<file path="config.mk">
export PLATFORM = sky130hd
export DESIGN_NAME = iq_symbol_demapper
export DESIGN_NICKNAME = d
export VERILOG_FILES = /design/src/rtl/iq_symbol_demapper.sv
export SDC_FILE = /design/constraint.sdc
export NUM_CORES = 1
export LEC_CHECK = 0
export BUFFER_PORTS_ARGS = -buffer_cell sky130_fd_sc_hd__buf_2
export CORE_MARGIN = 5
export CORE_UTILIZATION = 53
export DETAILED_ROUTE_END_ITERATION = 12
export PLACE_DENSITY = 0.71
export SLEW_MARGIN = 20
export SYNTH_ARGS = -nofsm -noshare
export SYNTH_HDL_FRONTEND = slang
export SYNTH_SLANG_ARGS = --single-unit
</file>
<file path="constraint.sdc">
create_clock -name clk -period 5.8 [get_ports clk]
set_input_delay 0.58 -clock clk [delete_from_list [all_inputs] [get_ports clk]]
set_output_delay 0.58 -clock clk [all_outputs]
set_load 0.005 [all_outputs]
</file>
<file path="src/rtl/iq_symbol_demapper.sv">
// I/Q integrate-and-dump symbol demapper with run-time BPSK/QPSK/16-QAM/4-PAM hard slicing
// and a small valid/ready decision FIFO with sticky overflow.
module iq_symbol_demapper #(
    parameter int W          = 5,
    parameter int SPS        = 4,
    parameter int FIFO_DEPTH = 4
) (
    input  logic                clk,
    input  logic                rst_n,
    input  logic                sample_valid,
    input  logic signed [W-1:0] i_in,
    input  logic signed [W-1:0] q_in,
    input  logic [1:0]          mode,
    input  logic                sym_sync,
    input  logic                sym_ready,
    output logic                sym_valid,
    output logic [3:0]          sym_data,
    output logic [2:0]          sym_bits,
    output logic                overflow
);
    localparam int SW    = (SPS > 1) ? $clog2(SPS) : 1;
    localparam int AW    = W + $clog2(SPS) + 1;
    localparam int PW    = $clog2(FIFO_DEPTH);
    localparam int THR_I = SPS << (W - 2);
    localparam logic signed [AW-1:0] THR  = AW'(THR_I);
    localparam logic [SW-1:0]        LAST = SW'(SPS - 1);
    localparam logic [PW:0]          FULL = (PW+1)'(FIFO_DEPTH);

    // Decision word: {bits[2:0], data[3:0]}; |sum| never reaches the most negative code, so abs is safe.
    function automatic logic [6:0] slice_fn(input logic signed [AW-1:0] si,
                                            input logic signed [AW-1:0] sq,
                                            input logic [1:0] m);
        logic                 i_neg, q_neg, i_inner, q_inner;
        logic signed [AW-1:0] i_abs, q_abs;
        logic [1:0]           pam;
        i_neg   = si[AW-1];
        q_neg   = sq[AW-1];
        i_abs   = i_neg ? -si : si;
        q_abs   = q_neg ? -sq : sq;
        i_inner = (i_abs < THR);
        q_inner = (q_abs < THR);
        if (si < -THR) begin
            pam = 2'b00;
        end else if (i_neg) begin
            pam = 2'b01;
        end else if (si < THR) begin
            pam = 2'b11;
        end else begin
            pam = 2'b10;
        end
        case (m)
            2'b00:   slice_fn = {3'd1, 3'b000, i_neg};
            2'b01:   slice_fn = {3'd2, 2'b00, q_neg, i_neg};
            2'b10:   slice_fn = {3'd4, i_neg, i_inner, q_neg, q_inner};
            2'b11:   slice_fn = {3'd2, 2'b00, pam};
            default: slice_fn = 7'd0;
        endcase
    endfunction

    logic [SW-1:0]        cnt_q, cnt_d, cur_cnt_s;
    logic signed [AW-1:0] acc_i_q, acc_i_d, acc_q_q, acc_q_d;
    logic signed [AW-1:0] samp_i_s, samp_q_s, sum_i_s, sum_q_s;
    logic [1:0]           mode_q, mode_d, mode_eff_s;
    logic                 first_s;
    logic [6:0]           dec_q, dec_d;
    logic                 dec_valid_q, dec_valid_d;
    logic [6:0]           mem_q [FIFO_DEPTH];
    logic [PW-1:0]        wr_ptr_q, wr_ptr_d, rd_ptr_q, rd_ptr_d;
    logic [PW:0]          count_q, count_d;
    logic                 full_s, pop_s, push_s;
    logic [6:0]           head_s;
    logic                 sym_valid_q, sym_valid_d, overflow_q, overflow_d;
    logic [3:0]           sym_data_q, sym_data_d;
    logic [2:0]           sym_bits_q, sym_bits_d;

    // Integrate-and-dump next state and FIFO bookkeeping
    always_comb begin
        samp_i_s    = AW'(i_in);
        samp_q_s    = AW'(q_in);
        first_s     = sym_sync || (cnt_q == {SW{1'b0}});
        cur_cnt_s   = sym_sync ? {SW{1'b0}} : cnt_q;
        mode_eff_s  = first_s ? mode : mode_q;
        sum_i_s     = first_s ? samp_i_s : acc_i_q + samp_i_s;
        sum_q_s     = first_s ? samp_q_s : acc_q_q + samp_q_s;
        cnt_d       = cnt_q;
        acc_i_d     = acc_i_q;
        acc_q_d     = acc_q_q;
        mode_d      = mode_q;
        dec_d       = dec_q;
        dec_valid_d = 1'b0;
        if (sample_valid) begin
            acc_i_d = sum_i_s;
            acc_q_d = sum_q_s;
            mode_d  = mode_eff_s;
            if (cur_cnt_s == LAST) begin
                cnt_d       = {SW{1'b0}};
                dec_d       = slice_fn(sum_i_s, sum_q_s, mode_eff_s);
                dec_valid_d = 1'b1;
            end else begin
                cnt_d = cur_cnt_s + SW'(1);
            end
        end else if (sym_sync) begin
            cnt_d = {SW{1'b0}};
        end else begin
            cnt_d = cnt_q;
        end

        full_s     = (count_q == FULL);
        pop_s      = sym_valid_q && sym_ready;
        push_s     = dec_valid_q && (!full_s || pop_s);
        overflow_d = overflow_q || (dec_valid_q && full_s && !pop_s);
        wr_ptr_d   = wr_ptr_q + PW'(push_s);
        rd_ptr_d   = rd_ptr_q + PW'(pop_s);
        count_d    = count_q + (PW+1)'(push_s) - (PW+1)'(pop_s);
        // The slot being written is the new head only when the FIFO drains to it this cycle.
        head_s     = (push_s && (wr_ptr_q == rd_ptr_d)) ? dec_q : mem_q[rd_ptr_d];
        if (count_d != {(PW+1){1'b0}}) begin
            sym_valid_d = 1'b1;
            sym_data_d  = head_s[3:0];
            sym_bits_d  = head_s[6:4];
        end else begin
            sym_valid_d = 1'b0;
            sym_data_d  = sym_data_q;
            sym_bits_d  = sym_bits_q;
        end
    end

    // State and registered outputs
    always_ff @(posedge clk) begin
        if (!rst_n) begin
            cnt_q       <= {SW{1'b0}};
            acc_i_q     <= {AW{1'b0}};
            acc_q_q     <= {AW{1'b0}};
            mode_q      <= 2'b00;
            dec_q       <= 7'd0;
            dec_valid_q <= 1'b0;
            wr_ptr_q    <= {PW{1'b0}};
            rd_ptr_q    <= {PW{1'b0}};
            count_q     <= {(PW+1){1'b0}};
            sym_valid_q <= 1'b0;
            sym_data_q  <= 4'd0;
            sym_bits_q  <= 3'd0;
            overflow_q  <= 1'b0;
        end else begin
            cnt_q       <= cnt_d;
            acc_i_q     <= acc_i_d;
            acc_q_q     <= acc_q_d;
            mode_q      <= mode_d;
            dec_q       <= dec_d;
            dec_valid_q <= dec_valid_d;
            wr_ptr_q    <= wr_ptr_d;
            rd_ptr_q    <= rd_ptr_d;
            count_q     <= count_d;
            sym_valid_q <= sym_valid_d;
            sym_data_q  <= sym_data_d;
            sym_bits_q  <= sym_bits_d;
            overflow_q  <= overflow_d;
        end
    end

    // FIFO storage
    always_ff @(posedge clk) begin
        if (!rst_n) begin
            for (int k = 0; k < FIFO_DEPTH; k++) begin
                mem_q[k] <= 7'd0;
            end
        end else if (push_s) begin
            mem_q[wr_ptr_q] <= dec_q;
        end else begin
            mem_q[wr_ptr_q] <= mem_q[wr_ptr_q];
        end
    end

    assign sym_valid = sym_valid_q;
    assign sym_data  = sym_data_q;
    assign sym_bits  = sym_bits_q;
    assign overflow  = overflow_q;
endmodule
</file>
-- Word level (Yosys, flattened, before mapping)
Memory sizes are Yosys's and may differ from the RTL's. A register that Yosys moved wholly into a read port is not among the register bits.
Cells that the tools add are included.
- flip-flop bits (word level): 37
- bits in latches: 0
- RAM bits: 28
- bits in read-only memories: 0
- output and inout bits: 9
- memories kept: 1
- $add $sub $neg: 9
- multipliers: 0
- divide/modulo/power cells: 0
- $lt $le $gt $ge: 4
- eq/ne operators: 6
- shift-type cells: 0
- muxes and demuxes: 25
- bitwise logic cells: 1
- reductions and logical operators: 17
- memories (memory ; depth ; bits a word ; rd ports ; clocked after Yosys merged registers in ; write ports ; line ; RTL):
    mem_q ; 4 ; 7 ; 1 ; 1 ; 4 ; 67 ; logic [6:0] mem_q [FIFO_DEPTH];
- operators with widths (cell ; count):
    $mux W8 ; 4
    $pmux W7 S4 ; 1
    $lt A8 B7 Y1 const B ; 3
    $add A8 B5 Y8 ; 2
    $neg A8 Y8 ; 2
    $mux W2 ; 7
    $mux W7 ; 2
    $mux W1 ; 11
    $lt A8 B6 Y1 const B ; 1
    $reduce_or A7 Y1 ; 1
    $eq A2 B2 Y1 const B ; 3
    $reduce_and A2 Y1 ; 3
    $add A2 B1 Y2 ; 2
    $logic_and A1 B1 Y1 ; 4
    $logic_not A2 Y1 ; 2
    $add A3 B1 Y3 ; 1
    $eq A3 B3 Y1 const B ; 1
    $logic_not A1 Y1 ; 3
    $logic_or A1 B1 Y1 ; 3
    $reduce_bool A3 Y1 ; 1
    $sub A3 B1 Y3 ; 1
    $add A2 B1 Y2 const B ; 1
    $eq A2 B1 Y1 const B ; 1
    $ne A0 B0 Y1 ; 1
    $or A1 B1 Y1 ; 1

-- Depth between registers and ports, before layout
- word-level depth: 11
- mapped depth: 16
- depth with buffers taken out: 14

-- Worst setup path after synthesis
Ideal clock, no wire load.
- path kind: in2reg
- start point: input sym_ready
- end point: register sym_data_q[1], in the netlist sym_data[1] (read register of mem_q)
- setup time: 86 ps
- arrival: 3270 ps
- data required time: 5714 ps
- setup slack: 2445 ps
- stages: 16
- path through: and2_1 -> nor3_1 -> a21boi_0 -> buf_2 -> inv_1 -> ha_1 -> inv_1 -> ha_1 -> inv_1 -> fa_1 -> xor2_1 -> xnor2_1 -> nand3b_1 -> clkbuf_1 -> nor2_1 -> a211oi_1
- cells in the longest elaborated chain, start to end: 6
- RTL lines (item ; line ; RTL):
    start: declaration ; 15 ; input logic sym_ready,
    $logic_and A1 B1 Y1 * ; 109 ; pop_s = sym_valid_q && sym_ready;
    $logic_or A1 B1 Y1 ; 110 ; push_s = dec_valid_q && (!full_s || pop_s);
    $logic_and A1 B1 Y1 ; 110 ;
    $add A3 B1 Y3 ; 114 ; count_d = count_q + (PW+1)'(push_s) - (PW+1)'(pop_s);
    $sub A3 B1 Y3 ; 114 ;
    $reduce_bool A3 Y1 ; 117 ; if (count_d != {(PW+1){1'b0}}) begin
    end: declaration ; 73 ; logic [3:0] sym_data_q, sym_data_d;
Every way passes the cells marked *; elsewhere a longest branch is shown, timed or not.
A chain may end at the register's enable or synchronous reset.

-- Worst setup path in the final report
- start point: register sym_valid_q, in the netlist sym_valid
- end point: register sym_valid_q, in the netlist sym_valid
- cells in the longest elaborated chain, start to end: 7
- RTL lines (item ; line ; RTL):
    start: declaration ; 72 ; logic sym_valid_q, sym_valid_d, overflow_q, overflow_d;
    start signal: assignment ; 154 ; sym_valid_q <= sym_valid_d;
    $logic_and A1 B1 Y1 * ; 109 ;
    $logic_or A1 B1 Y1 ; 110 ;
    $logic_and A1 B1 Y1 ; 110 ;
    $add A3 B1 Y3 ; 114 ;
    $sub A3 B1 Y3 * ; 114 ;
    $reduce_bool A3 Y1 * ; 117 ;
    $mux W1 * ; 117 ;
Marks and branches as above.

==> impl_results.rst <==
.. list-table::
   :header-rows: 1

   * - Metric
     - Value
   * - Final setup violating endpoints
     - 0
   * - Peak supply drop
     - 0.0001268 V
   * - Number of buffers created by CTS
     - 9
   * - Share of synthesized flip-flops with an asynchronous set or reset
     - 0%
   * - Crit start category
     - register
   * - Hold crit path type
     - register to register
   * - Height of the die
     - 96.37 um
   * - Non-Filler Cell Area, Final
     - 0.004379 mm^2
   * - Number of flip-flops and latches in the synthesized netlist
     - 72
   * - Worst-skew pair later-pin latency
     - 350 ps
   * - Setup skew after layout
     - 7.722 ps
   * - Dpl cell area
     - 0.004159 mm^2
   * - Post-synthesis average cell area
     - 10.19 um^2
   * - HPWL Detailed
     - 5419 um
   * - Endpoint type of the worst setup path
     - register
   * - Total global routing track utilization
     - 18.71%
   * - Arr. time, crit path
     - 3360 ps
   * - Number of antenna violations at the first check in global routing
     - 0
   * - RSZ-0062 raised after global routing
     - no
   * - Total core area
     - 0.007253 mm^2
   * - Path type of the worst setup path
     - register to register
   * - Max-slew headroom
     - 27.23%
   * - Initial DRC Count
     - 97
   * - Mapped cell area
     - 0.003954 mm^2
   * - Antenna-violating nets left
     - 0
   * - Site row count
     - 31
   * - TritonCTS clock tree
     - done
   * - Yosys warns
     - 0
   * - Time the worst path needs with I/O delays and setup
     - 3120 ps
   * - R2r worst-path depth
     - 14
   * - Number of maximum-capacitance violations
     - 0
   * - Global-route wire length before repair
     - 13570 um
   * - IO Port Bufs
     - 25
   * - Vias per cell
     - 5.525
   * - Floorplan die width
     - 96.37 um
   * - Global-route congestion overflow total
     - 0
   * - Final hold violations
     - 0
   * - Slew at the pin with the worst max-slew slack
     - 1091 ps
   * - Post-detailed-routing wire length
     - 7427 um
   * - Placer's final routability congestion estimate
     - 0.8161
   * - Capture instance of the worst register-to-register path
     - sym_valid
   * - Count of final max-slew check failures
     - 0
   * - Total DRC errors in the routed layout
     - 0
   * - Crit path to
     - sym_valid
   * - Count of cell types in the netlist
     - 54
   * - H-tree levels
     - 3
   * - Die Outline Area
     - 0.009287 mm^2
   * - Ratio of total power to cell area
     - 318.5 mW/mm^2
   * - Worst-case clock buffer depth
     - 2
   * - Final cycle utilization of the critical path
     - 53.79%
   * - Nets@finish
     - 449
   * - Initial Util
     - 54.51%
   * - Number of clock sinks
     - 72
   * - Total negative setup slack
     - 0 ps
   * - Overall power of the completed layout
     - 1.395 mW
   * - Synthesized net count
     - 427
   * - Data required, critical path
     - 6050 ps
   * - Status
     - finished clean
   * - Library cell used as clock root buffer
     - sky130_fd_sc_hd__clkbuf_8
   * - Maximum fanout encountered on the critical timing path
     - 15
   * - CTS hold repair buffers
     - 0
   * - Average detailed-routed wire length per instance
     - 14.45 um
   * - R2R Path Start
     - sym_valid
   * - Clock slew at the register clock pins of the worst setup and hold paths
     - 80 ps
   * - Count of flip-flops with a built-in enable after synthesis
     - 28
   * - Share of the yosys chip area belonging to registers
     - 43.54%
   * - Number of global-route vias before repair
     - 2881
   * - Final cell utilization of the core
     - 60.38%
   * - Number of detailed-route iterations in the first pass
     - 4
   * - Start point of the critical path
     - sym_valid
   * - Static leakage
     - 1.806 nW
   * - Layout Area Growth over Synthesis
     - 10.76%
   * - Ports placed on the boundary
     - 26
   * - Maximum number of pins on one net before global-route repair
     - 39
   * - Ant. Diodes
     - 0
   * - F_max
     - 320.6 MHz
   * - Fraction of final layout cells sized beyond drive strength 1
     - 15.18%
   * - Total vias in the final route
     - 2840
   * - Post-CTS setup buffers
     - 0
   * - Most instantiated flip-flop cell in the synthesis netlist
     - sky130_fd_sc_hd__dfxtp_1
   * - Reg2reg setup slack
     - 2680 ps
   * - Number of resized instances in the post-cts repair step
     - 0
   * - Cells after synthesis
     - 388
report_power, final:
part | internal [mW] | switching, mW | total [mW]
sequential | 0.573 | 0.0244 | 0.597
clock | 0.244 | 0.195 | 0.439
combinational | 0.161 | 0.197 | 0.358
kinds of logic after synthesis:
logic type	count (synthesis)	share of synthesized area [%]
simple gates	142	18.89
compound gates	81	15.47
flops	72	43.54
buf+inv	35	3.481
mux	22	7.785
fa+ha+maj	22	7.532
xor+xnor	14	3.291
worst max-delay path, cell delays in order (launching register included):
cell and delay, ps:
sky130_fd_sc_hd__dfxtp_1 310, sky130_fd_sc_hd__and2_1 190, sky130_fd_sc_hd__nor3_1 240, sky130_fd_sc_hd__a21boi_0 140, sky130_fd_sc_hd__buf_4 190, sky130_fd_sc_hd__inv_1 60
sky130_fd_sc_hd__ha_1 210, sky130_fd_sc_hd__inv_1 60, sky130_fd_sc_hd__ha_1 140, sky130_fd_sc_hd__inv_1 50, sky130_fd_sc_hd__fa_1 370, sky130_fd_sc_hd__xor2_1 170
sky130_fd_sc_hd__xnor2_1 180, sky130_fd_sc_hd__nand3b_1 390, sky130_fd_sc_hd__and2_1 320
layer usage:
metal	vias up	GRT usage, %	wire, um
met5	-	0	0
met2	64	32.20	3683
met4	0	4.907	60
li1	1457	-	-
met3	5	5.809	349
met1	1314	22.74	3334
synth_stat cells, types with 8 or more instances:
| cell type | number | area (um^2) |
|---|---|---|
| sky130_fd_sc_hd__nor2_1 | 49 | 183.9 |
| sky130_fd_sc_hd__mux2i_1 | 15 | 150.1 |
| sky130_fd_sc_hd__clkbuf_1 | 11 | 41.29 |
| sky130_fd_sc_hd__a211oi_1 | 24 | 180.2 |
| sky130_fd_sc_hd__and3_1 | 8 | 50.05 |
| sky130_fd_sc_hd__and2_1 | 31 | 193.9 |
| sky130_fd_sc_hd__inv_1 | 17 | 63.81 |
| sky130_fd_sc_hd__ha_1 | 19 | 237.7 |
| sky130_fd_sc_hd__edfxtp_1 | 28 | 840.8 |
| sky130_fd_sc_hd__nand2_1 | 15 | 56.30 |
| sky130_fd_sc_hd__dfxtp_1 | 44 | 880.8 |
| sky130_fd_sc_hd__a21oi_1 | 14 | 70.07 |
sequential cells by signal (all words and copies together), names as in the netlist:
name         cells
acc_q_q          8
dec_valid_q      1
wr_ptr_q         2
dec_q            7
mem_q           28
rd_ptr_q         2
sym_data         4
overflow         1
acc_i_q          8
sym_bits         3
sym_valid        1
mode_q           2
cnt_q            2
count_q          3
layout make-up:
class	instances	area, um^2
fillers	623	2874
multi-input cells	281	2095
flip-flops and latches	72	1722
repair buffers	29	155.1
clock buffers	10	127.6
well taps	99	123.9
clock inverters	6	92.59
inverters	17	63.81
worst min path at each step:
stage | from | end | slack, ps | cells after the start
finish | overflow | overflow | 470 | 2
global route | acc_i_q[6] | acc_i_q[6] | 510 | 2
CTS | overflow | overflow | 480 | 2
detailed placement | overflow | overflow | 460 | 2
global placement | mode_q[1] | mode_q[1] | 470 | 2
floorplan | dec_q[4] | dec_q[4] | 450 | 2
through the flow:
| stage | setup WS, ps | std cells | hold slack, ps |
|---|---|---|---|
| 3_5_place_dp | 2317 | 498 | 460.0 |
| 5_1_grt | 2308 | 514 | 508.3 |
| 4_1_cts | 2654 | 514 | 481.4 |
| 2_1_floorplan | 2445 | 388 | 452.7 |
| 3_3_place_gp | 2527 | 498 | 472.6 |
| 6_report | 2680 | 514 | 471.8 |
cell usage in the layout, fill, tap and decap left out, types with 3 or more instances in the layout:
cell	count
sky130_fd_sc_hd__a211oi_1	24
sky130_fd_sc_hd__a21oi_1	14
sky130_fd_sc_hd__a311oi_1	3
sky130_fd_sc_hd__a31oi_1	4
sky130_fd_sc_hd__and2_1	31
sky130_fd_sc_hd__and3_1	8
sky130_fd_sc_hd__buf_2	25
sky130_fd_sc_hd__buf_4	4
sky130_fd_sc_hd__clkbuf_8	9
sky130_fd_sc_hd__dfxtp_1	44
sky130_fd_sc_hd__edfxtp_1	28
sky130_fd_sc_hd__fa_1	3
sky130_fd_sc_hd__ha_1	19
sky130_fd_sc_hd__inv_1	17
sky130_fd_sc_hd__mux2i_1	15
sky130_fd_sc_hd__mux4_2	7
sky130_fd_sc_hd__nand2_1	15
sky130_fd_sc_hd__nand2b_1	6
sky130_fd_sc_hd__nand3_1	7
sky130_fd_sc_hd__nor2_1	49
sky130_fd_sc_hd__nor2b_1	4
sky130_fd_sc_hd__nor3_1	6
sky130_fd_sc_hd__nor3b_1	4
sky130_fd_sc_hd__o2111ai_1	4
sky130_fd_sc_hd__o211ai_1	3
sky130_fd_sc_hd__o21a_1	3
sky130_fd_sc_hd__o21ai_0	7
sky130_fd_sc_hd__o21bai_1	3
sky130_fd_sc_hd__xnor2_1	6
sky130_fd_sc_hd__xor2_1	7
Power figures use the tool's default switching activity.
